## config.mk

```make
export PLATFORM = sky130hd
export DESIGN_NAME = axis_uart_rx
export DESIGN_NICKNAME = d
export VERILOG_FILES = /design/src/rtl/axis_uart_pkg.sv /design/src/rtl/uart_rx_sync.sv /design/src/rtl/axis_uart_rx.sv
export SDC_FILE = /design/constraint.sdc
export NUM_CORES = 1
export LEC_CHECK = 0
export CAP_MARGIN = 20
export CORE_UTILIZATION = 58
export CTS_CLUSTER_SIZE = 16
export DETAILED_ROUTE_END_ITERATION = 6
export PLACE_DENSITY = 0.88
export REMOVE_ABC_BUFFERS = 1
export SETUP_SLACK_MARGIN = 0.15
export SYNTH_ARGS = -nofsm -noshare
export SYNTH_HDL_FRONTEND = slang
export SYNTH_SLANG_ARGS = --single-unit
```

## constraint.sdc

```tcl
create_clock -name aclk -period 2.62 [get_ports aclk]
set_input_delay 0.655 -clock aclk [delete_from_list [all_inputs] [get_ports aclk]]
set_output_delay 0.655 -clock aclk [all_outputs]
set_load 0.005 [all_outputs]
```

## src/rtl/axis_uart_pkg.sv

```systemverilog
// Shared UART definitions: receiver/transmitter state encoding and baud timing helper.
package axis_uart_pkg;

  typedef enum logic [2:0] {
    ST_IDLE,
    ST_START,
    ST_DATA,
    ST_STOP,
    ST_BREAK
  } uart_state_e;

  function automatic int tics_per_beat(input int clk_hz, input int baud);
    return clk_hz / baud;
  endfunction

endpackage

```

## src/rtl/uart_rx_sync.sv

```systemverilog
// Two-flop synchronizer for an asynchronous single-bit input.
module uart_rx_sync #(
  parameter logic RESET_VAL = 1'b1
) (
  input  logic aclk,
  input  logic aresetn,
  input  logic d,
  output logic q
);

  logic [1:0] ff_q;
  logic [1:0] ff_d;

  always_comb begin
    ff_d = {ff_q[0], d};
  end

  always_ff @(posedge aclk or negedge aresetn) begin
    if (!aresetn) begin
      ff_q <= {2{RESET_VAL}};
    end else begin
      ff_q <= ff_d;
    end
  end

  assign q = ff_q[1];

endmodule

```

## src/rtl/axis_uart_rx.sv

```systemverilog
// UART 8N1 receiver presenting bytes on an AXI-Stream master port, with
// frame-error and overrun pulses. Reception never waits on the downstream.
module axis_uart_rx
  import axis_uart_pkg::*;
#(
  parameter int ACLK_FREQUENCY = 200000000,
  parameter int BAUD_RATE      = 9600,
  parameter int BAUD_RATE_SIM  = 50000000
) (
  input  logic       aclk,
  input  logic       aresetn,
  input  logic       uart_rxd,
  output logic       rxbyte_tvalid,
  input  logic       rxbyte_tready,
  output logic [7:0] rxbyte_tdata,
  output logic       rxbyte_tkeep,
  output logic       frame_error,
  output logic       overrun
);

`ifdef SYNTHESIS
  localparam bit IS_SIM = 1'b0;
`else
  localparam bit IS_SIM = 1'b1;
`endif

  localparam int USED_BAUD_RATE = IS_SIM ? BAUD_RATE_SIM : BAUD_RATE;
  localparam int TICS_PER_BEAT  = tics_per_beat(ACLK_FREQUENCY, USED_BAUD_RATE);
  localparam int HALF_BEAT      = TICS_PER_BEAT / 2;
  localparam int CNT_W          = (TICS_PER_BEAT > 1) ? $clog2(TICS_PER_BEAT) : 1;

  localparam logic [CNT_W-1:0] HALF_LOAD = CNT_W'(HALF_BEAT - 1);
  localparam logic [CNT_W-1:0] BEAT_LOAD = CNT_W'(TICS_PER_BEAT - 1);

  logic             rxd_s;
  uart_state_e      state_q, state_d;
  logic [CNT_W-1:0] cnt_q, cnt_d;
  logic [2:0]       idx_q, idx_d;
  logic [7:0]       shift_q, shift_d;
  logic             tvalid_q, tvalid_d;
  logic [7:0]       tdata_q, tdata_d;
  logic             ferr_q, ferr_d;
  logic             ovr_q, ovr_d;
  logic             byte_done;

  uart_rx_sync #(
    .RESET_VAL(1'b1)
  ) u_sync (
    .aclk   (aclk),
    .aresetn(aresetn),
    .d      (uart_rxd),
    .q      (rxd_s)
  );

  always_comb begin
    state_d   = state_q;
    cnt_d     = cnt_q;
    idx_d     = idx_q;
    shift_d   = shift_q;
    tvalid_d  = tvalid_q;
    tdata_d   = tdata_q;
    ferr_d    = 1'b0;
    ovr_d     = 1'b0;
    byte_done = 1'b0;

    case (state_q)
      ST_IDLE: begin
        if (!rxd_s) begin
          cnt_d   = HALF_LOAD;
          state_d = ST_START;
        end
      end
      ST_START: begin
        // Mid-start-bit recheck rejects short glitches on the idle line
        if (cnt_q == '0) begin
          if (!rxd_s) begin
            cnt_d   = BEAT_LOAD;
            idx_d   = 3'd0;
            state_d = ST_DATA;
          end else begin
            state_d = ST_IDLE;
          end
        end else begin
          cnt_d = cnt_q - 1'b1;
        end
      end
      ST_DATA: begin
        if (cnt_q == '0) begin
          shift_d[idx_q] = rxd_s;
          cnt_d          = BEAT_LOAD;
          idx_d          = idx_q + 3'd1;
          if (idx_q == 3'd7) begin
            state_d = ST_STOP;
          end
        end else begin
          cnt_d = cnt_q - 1'b1;
        end
      end
      ST_STOP: begin
        if (cnt_q == '0) begin
          if (rxd_s) begin
            byte_done = 1'b1;
            state_d   = ST_IDLE;
          end else begin
            ferr_d  = 1'b1;
            state_d = ST_BREAK;
          end
        end else begin
          cnt_d = cnt_q - 1'b1;
        end
      end
      ST_BREAK: begin
        if (rxd_s) begin
          state_d = ST_IDLE;
        end
      end
      default: begin
        state_d = ST_IDLE;
      end
    endcase

    // A completing byte may replace the held one only when it is being taken
    if (tvalid_q && rxbyte_tready) begin
      tvalid_d = 1'b0;
    end
    if (byte_done) begin
      if (!tvalid_q || rxbyte_tready) begin
        tvalid_d = 1'b1;
        tdata_d  = shift_q;
      end else begin
        ovr_d = 1'b1;
      end
    end
  end

  always_ff @(posedge aclk or negedge aresetn) begin
    if (!aresetn) begin
      state_q  <= ST_IDLE;
      cnt_q    <= '0;
      idx_q    <= 3'd0;
      shift_q  <= 8'h00;
      tvalid_q <= 1'b0;
      tdata_q  <= 8'h00;
      ferr_q   <= 1'b0;
      ovr_q    <= 1'b0;
    end else begin
      state_q  <= state_d;
      cnt_q    <= cnt_d;
      idx_q    <= idx_d;
      shift_q  <= shift_d;
      tvalid_q <= tvalid_d;
      tdata_q  <= tdata_d;
      ferr_q   <= ferr_d;
      ovr_q    <= ovr_d;
    end
  end

  assign rxbyte_tvalid = tvalid_q;
  assign rxbyte_tdata  = tdata_q;
  assign rxbyte_tkeep  = 1'b1;
  assign frame_error   = ferr_q;
  assign overrun       = ovr_q;

endmodule

```

**Word level (Yosys, flattened, before mapping)**

Cells that the tools add are included.

- Register bits after elaboration: 42
- Output and inout bits: 12
- Logic and storage cells: 73

- Add/subtract/negate cells: 2
- Magnitude comparators: 2
- Eq/ne operators: 14
- Muxes and demuxes: 33
- Reduce and logical (&&, ||, !) cells: 13

Operators by type and width:

| cell | number |
|---|---|
| two-way mux 15 bit | 5 |
| one-hot mux 15 bit (4 select lines) | 1 |
| two-way mux 3 bit | 10 |
| logical NOT 15 bit | 1 |
| one-hot mux 3 bit (5 select lines) | 1 |
| subtractor 15 x 1 -> 15 bit (second input constant) | 1 |
| != test 2 bit (second input constant) | 7 |
| two-way mux 1 bit | 12 |
| bitwise mux 8 bit | 1 |
| AND reduction 4 bit | 2 |
| equality test 3 x 2 -> 1 bit (second input constant) | 2 |
| equality test 3 bit (second input constant) | 2 |
| one-hot mux 3 bit (2 select lines) | 1 |
| AND reduction 6 bit | 1 |
| < comparator 3 x 4 -> 1 bit (second input constant) | 1 |
| AND reduction 2 bit | 2 |
| nonzero test 4 bit | 1 |
| adder 3 x 1 -> 3 bit (second input constant) | 1 |
| demux 1 bit (select 3 bit) | 1 |
| equality test 3 x 1 -> 1 bit (second input constant) | 1 |
| greater-or-equal comparator 3 x 1 -> 1 bit (second input constant) | 1 |
| logical NOT 3 bit | 1 |
| != test 3 bit (second input constant) | 1 |
| logical AND 1 bit | 2 |
| other kinds (5) | 5 |

**Logic depth before layout (Yosys ltp)**

Gate-level depths: netlist (run 1).

- Word-level depth: 5
- Gate-level depth with buffers: 8

**By module**

From an unflattened synthesis (run 1), not the netlist that was laid out.

- Cell total of the unflattened synthesis: 221
- Area total of the unflattened synthesis: 2254.7 um^2

By module, submodules not included:

| module | times used | cells each | area an instance (um^2) | seq. area each (um^2) |
|---|---|---|---|---|
| axis_uart_rx | 1 | 219 | 2202.1 | 1001.0 |
| uart_rx_sync | 1 | 2 | 52.6 | 52.6 |

**Least setup slack after synthesis (run 1)**

No wires, ideal clock.

- Path type: flip-flop to flip-flop
- From: register cnt_q[8]
- To: register tdata_q[0], in the netlist rxbyte_tdata[0]
- Arrival time: 2.109 ns
- Setup slack: 0.386 ns
- Cell stages (with the launch flop): 6
- Period minus slack after synthesis: 2.234 ns
- Path through: dfrtp_1 > or4_2 > nor4_1 > and4_1 > buf_4 > mux2_2

- Word-level cells in the longest chain between the ends: 4

RTL lines:

| item | line | RTL |
|---|---|---|
| start: declaration | axis_uart_rx.sv:37 | `logic [CNT_W-1:0] cnt_q, cnt_d;` |
| start signal: assignment | axis_uart_rx.sv:148 | `cnt_q <= cnt_d;` |
| logical NOT 15 bit | axis_uart_rx.sv:100 | `if (cnt_q == '0) begin` |
| two-way mux 1 bit | axis_uart_rx.sv:100 |  |
| two-way mux 1 bit | axis_uart_rx.sv:66 | `case (state_q)` |
| AND reduction 2 bit (no source line) | n/a |  |
| end signal: assignment | axis_uart_rx.sv:152 | `tdata_q <= tdata_d;` |
| end: declaration | axis_uart_rx.sv:41 | `logic [7:0] tdata_q, tdata_d;` |

Every way passes these cells.
A chain may end at the register's enable or synchronous reset.

**Worst setup path in the final report (run 1)**

- From: register cnt_q[8]
- To: register shift_q[2]

- Word-level cells in the longest chain between the ends: 2

RTL lines:

| item | line | RTL |
|---|---|---|
| logical NOT 15 bit | axis_uart_rx.sv:88 | `if (cnt_q == '0) begin` |
| AND reduction 2 bit (no source line) | n/a |  |
| end signal: assignment | axis_uart_rx.sv:150 | `shift_q <= shift_d;` |
| end: declaration | axis_uart_rx.sv:39 | `logic [7:0] shift_q, shift_d;` |

Every way passes these cells.

==> results of run 1 <==
[logic make-up after synthesis]
family	count (synthesis)
AO/OA/AOI/OAI	47
adder cells (fa/ha/maj)	4
buffers and inverters	18
flip-flops	42
multiplexers	17
other	1
AND/OR/NAND/NOR	80
[timing repair]
item	4_1_cts	5_1_grt
endpoints found under the setup margin	0	12
setup buffers	0	2
resized for setup	0	4
[sequential cells by signal (all words and copies together) (netlist names)]
register and flops:
cnt_q 15, frame_error 1, idx_q 3, overrun 1
rxbyte_tdata 8, rxbyte_tvalid 1, shift_q 8, state_q 3
u_sync.ff_q 2
[final timing paths]
check / endpoint / slack [ps] / cells after the start
worst max register to register: shift_q[2] / 200 / 5
worst max-delay path: shift_q[2] / 200 / 5
min in group asynchronous: cnt_q[9] / 490 / 1
max in group asynchronous: idx_q[1] / 1560 / 1
worst min register to register: u_sync.ff_q[1] / 360 / 0
worst min-delay path: u_sync.ff_q[1] / 360 / 0
[per-layer routing]
| layer | wire (um) | vias up | share of wire, % | global-route usage [%] |
|---|---|---|---|---|
| li1 | - | 811 | - | - |
| met1 | 2010 | 830 | 45 | 35.6 |
| met2 | 2190 | 58 | 49 | 36.7 |
| met3 | 239 | 4 | 5.3 | 5.62 |
| met4 | 51 | 0 | 1.1 | 10.5 |
| met5 | 0 | - | 0 | 0 |
[final cells by class]
cell class	count	share of cell area (%)
tap	46	2.33
sequential	42	42.6
multi-input combinational	149	41.7
timing repair buffer	22	7.89
clock inverter	1	1.21
clock buffer	6	3.34
inverter	6	0.910
[Yosys cell counts (all sizes together) (3+ instances only)]
| cell type | number | share of area [%] |
|---|---|---|
| nor2 | 18 | 3.2 |
| ha | 4 | 2.3 |
| dfrtp | 40 | 46 |
| a31oi | 3 | 0.87 |
| nor4b | 3 | 1.2 |
| o211ai | 3 | 1.0 |
| clkbuf | 7 | 2.1 |
| buf | 5 | 1.6 |
| nor4 | 5 | 1.4 |
| o22a | 4 | 1.6 |
| and3 | 4 | 1.3 |
| mux2 | 16 | 8.3 |
| or4 | 6 | 2.5 |
| nand3 | 7 | 1.6 |
| o21ai | 9 | 2.1 |
| a22o | 5 | 2.1 |
| inv | 6 | 1.0 |
| nand2 | 12 | 2.1 |
| a21oi | 10 | 2.3 |
| nor3 | 8 | 1.8 |
| or3 | 4 | 1.2 |
[critical path, stage by stage (launching register included)]
cell,delay [ps]
dfrtp_1,430
or4_2,710
nor3_1,310
nand3_2,180
nor4b_2,310
mux2_2,370
[power breakdown]
group	total, mW	leakage, nW	switching, mW	internal, mW
Sequential	0.654	0.528	0.00347	0.651
Combinational	0.0193	0.502	0.0144	0.00480
Clock	0.514	0.0573	0.209	0.305
==> out/metrics.cfg, run 1 <==
[cts]
cts.sinks=42
cts_buffers=5
cts_tree=yes
cts.htree.levels=2
postCtsHoldBufs=0
root_buffer=clkbuf_8
cts_max_path_buffers=2
insertion_delay_ps=290
path_clk_slew_ps=70

[synth]
synth_top_family_by_area=simple AND/OR/NAND/NOR gates
syn_avg_cell_area_um2=10.4
synth-edff-count=0
yosys_warnings=0
yosysSeqAreaShare_pct=48.6
yosys.area_share.xor_xnor_pct=0
synth_area_um2=2170
synth-main-ff-cell=dfrtp_1
synth-simple-area-share_pct=20.6
synth.area.mux_share_pct=8.78
syn_inst=209
synth_compound_area_share_pct=14.7
ys_types=50
async_flop_share_pct=100
ys_ff_latch=42
synth-adder-area-share_pct=2.31

[layout]
area_delta_synth_final_pct=14.2
seqCellArea_um2=1050
multi_input_area_um2=1030
postLayoutCoreUtil_pct=71.3
layout_common_cells=40 x dfrtp_1, 17 x nor2_1, 16 x mux2_2, 13 x clkdlybuf4s50_1, 12 x nand2_1
fill_cells=258
drive_gt1_share_pct=21.7
final_area_um2=2470
final_common_cell=dfrtp_1
fin_nets=234
finalNonFillerCells=272
n_antenna_cell=0

[placement]
gp_congestion=0.871
post-place-ws_ps=249
dp_hpwl_um=2920
portBuffers=14
dp.cells=263
placed_area_um2=2320

[detailed_routing]
vias_per_cell=6.26
drt_first_pass_iters=4
initialDrtViolationCount=156
final_antenna_net_count=0
vias=1703
wl_um=4490
wl_per_cell_um=16.5
drc_errors=0

[power]
max-vdd-ir-drop_uv=374
total_power_mw=1.19
powerDensity_nw_per_um2=480
p_leak_nw=1.09

[sta]
hold_viol=0
finalSetupViolations=0
tightestPinTransition_ps=907
timing.final.ws_setup_ps=199
slew_headroom_pct=39.6
clock_skew_ps=5.43
max_freq_ghz=0.413
fin_crit_sh_pct=92.4
slew_violations=0
fin_tns_setup_ps=0
rsz0062_at_grt=no
layout_min_cycle_time_ps=2420
hold_ws_ps=358

[global_routing]
grt_usage_pct=25.0
grt-ovfl-total=0
grt_pass1_vias=1566
antenna_found_initial=0
grt_pass1_wl_um=7560
grt_max_degree=43

[outcome]
status=finished, final reports clean

[worst_setup_path]
worstPathArrival_ps=2600
cp-end-kind=flip-flop
worstSetupPathType=flip-flop to flip-flop
worst-path-max-fanout=6
startpoint=cnt_q[8]
r2r-start=cnt_q[8]
required_ps=2790
worst_setup_path_start_kind=flip-flop

[floorplan]
dieArea_um2=3980
core_um2=3470
start_util_pct=62.4
ios=16
rows=21
die_h_um=63.1
die_w_um=63.1

[hold_path]
hp-start=u_sync.ff_q[0]
hold_path_class=flip-flop to flip-flop

[job]
maxCapViolCount=0

(Power assumes the default switching activity.)
==> run 2: changes to the inputs <==
--- a/config.mk
+++ b/config.mk
@@ -5,8 +5,10 @@
 export SDC_FILE = /design/constraint.sdc
 export NUM_CORES = 1
 export LEC_CHECK = 0
-export CAP_MARGIN = 20
-export CORE_UTILIZATION = 58
+export CAP_MARGIN = 40
+export CELL_PAD_IN_SITES_DETAIL_PLACEMENT = 1
+export CELL_PAD_IN_SITES_GLOBAL_PLACEMENT = 1
+export CORE_UTILIZATION = 46
 export CTS_CLUSTER_SIZE = 16
 export DETAILED_ROUTE_END_ITERATION = 6
 export PLACE_DENSITY = 0.88
==> run 2 against run 1 <==
  * The flow now finishes with violations (design-rule violations)
  * Sequential share of layout area is 0.70 points lower
  * Clock power rose by 21%
  * Largest cell class unchanged
  * Via count rose by 1.7%
  * Power increased by 9.3%
  * Combinational power up 9%
  * Largest power group unchanged
  * Maximum frequency rose by 1.3%
  * Worst hold slack got worse by 83 ps
  * First-iteration DRC count is 26% lower
  * Global-route usage down 1.5 points
==> out/metrics.cfg, run 2 (synthesis gave the netlist of run 1 again) <==
[outcome]
status=complete, but fails checks
violations=design-rule violations

[global_routing]
antenna_found_initial=0
grt_pass1_wl_um=9040
use_met3_pct=4.27
use_met2_pct=37.2
grt_pass1_vias=1790
grt_max_degree=24
grt-ovfl-total=0
grt_usage_pct=23.5
busiest_layer=met2
grt.met1_usage_pct=32.2

[layout]
drive_gt1_share_pct=22.0
n_antenna_cell=0
layout_common_cells=40 x dfrtp_1, 17 x nor2_1, 16 x mux2_2, 13 x clkdlybuf4s50_1, 12 x nand2_1
area_delta_synth_final_pct=16.1
final_common_cell=dfrtp_1
largest_reg_flops=15
fin_nets=234
top_register=cnt_q

[placement]
dp_hpwl_um=3510
gp_congestion=0.852
post-place-ws_ps=211
portBuffers=14

[sta]
hold_ws_ps=275
tightestPinTransition_ps=493
slew_violations=0
rsz0062_at_grt=yes
layout_min_cycle_time_ps=2390
slew_headroom_pct=66.9
max_freq_ghz=0.418
finalSetupViolations=0
hold_viol=0
fin_tns_setup_ps=0
clock_skew_ps=5.59
fin_crit_sh_pct=91.3
timing.final.ws_setup_ps=229

[detailed_routing]
wl_um=5300
vias_per_cell=6.21
initialDrtViolationCount=115
drc_errors=2
final_antenna_net_count=0
vias=1732
wl_per_cell_um=19.0
drt_first_pass_iters=6

[cts]
postCtsHoldBufs=0
cts_max_path_buffers=2
cts.sinks=42
path_clk_slew_ps=80
root_buffer=clkbuf_8
cts_tree=yes
cts_buffers=5
cts.htree.levels=2
cts_resized=1
post-cts-setup-buffers=0
insertion_delay_ps=300

[floorplan]
start_util_pct=48.7
core_um2=4440
ios=16
dieArea_um2=4990
die_h_um=70.6
rows=24
die_w_um=70.6

[job]
maxCapViolCount=0

[power]
max-vdd-ir-drop_uv=268
p_leak_nw=1.12
total_power_mw=1.30
powerDensity_nw_per_um2=516

[worst_setup_path]
crit_chain=or4_2 > nor4_4 > and4_1 > buf_4 > mux2_2
cp-end-kind=flip-flop
max_stage_delay_ps=750
required_ps=2810
worst-path-max-fanout=8
crit_slowest_cell=or4_2
worstPathArrival_ps=2580
worst_setup_path_start_kind=flip-flop
worstSetupPathType=flip-flop to flip-flop

[hold_path]
hold_path_class=input port to asynchronous set/reset pin

run 2: changes by cell type in the layout (fill, tap and decap cells not counted):
cell / before / now
nand3_2: 1 / 0
clkinv_4: 0 / 1
bufinv_16: 1 / 2
nor4_4: 0 / 1
clkbuf_8: 6 / 5
nor3_1: 8 / 7
nand3_1: 6 / 7
nor3_2: 0 / 1
nor4_2: 1 / 0
run 2: worst paths after layout:
| check | startpoint | endpoint | slack (ps) | depth (start not counted) |
|---|---|---|---|---|
| setup / recovery | cnt_q[8] | rxbyte_tdata[3] | 230 | 5 |
| hold / removal | aresetn | shift_q[7] | 280 | 1 |
| setup reg to reg | cnt_q[8] | rxbyte_tdata[3] | 230 | 5 |
| hold reg to reg | u_sync.ff_q[0] | u_sync.ff_q[1] | 370 | 0 |
| max in group asynchronous | aresetn | cnt_q[8] | 1680 | 2 |
| min in group aclk | u_sync.ff_q[0] | u_sync.ff_q[1] | 370 | 0 |
run 2: metal layers:
| layer | wire (um) | share of wire, % |
|---|---|---|
| met5 | 0 | 0 |
| met1 | 2460 | 46 |
| met2 | 2530 | 48 |
| met4 | 129 | 2.4 |
| met3 | 181 | 3.4 |
run 2: layout make-up:
class | count | area [um^2]
clock buffer | 5 | 68.8
inverter | 6 | 22.5
timing repair buffer | 22 | 195
multi-input combinational | 149 | 1040
clock inverter | 3 | 68.8
fill | 476 | 1930
tap | 52 | 65.1
sequential | 42 | 1050
run 2: per-stage QoR:
step                      instances  util (%)  area [um^2]
after detailed placement        271      52.8         2340
after global placement          271      52.8         2340
after floorplan                 197         -         2080
final                           279      56.6         2510
after CTS                       279      56.0         2490
after global routing            279      56.6         2510
run 2: power by group:
part           internal, mW  switching [mW]  total [mW]
clock                 0.382           0.241       0.623
sequential            0.650         0.00347       0.654
combinational       0.00576          0.0153      0.0211
total                  1.04           0.260        1.30
run 2: worst max-delay path: cells and delay by family (launching register included):
kind | cells | cell delay [ps]
and+or+nand+nor | 3 | 1310
DFF | 1 | 430
muxes | 1 | 360
buffers and inverters | 1 | 190
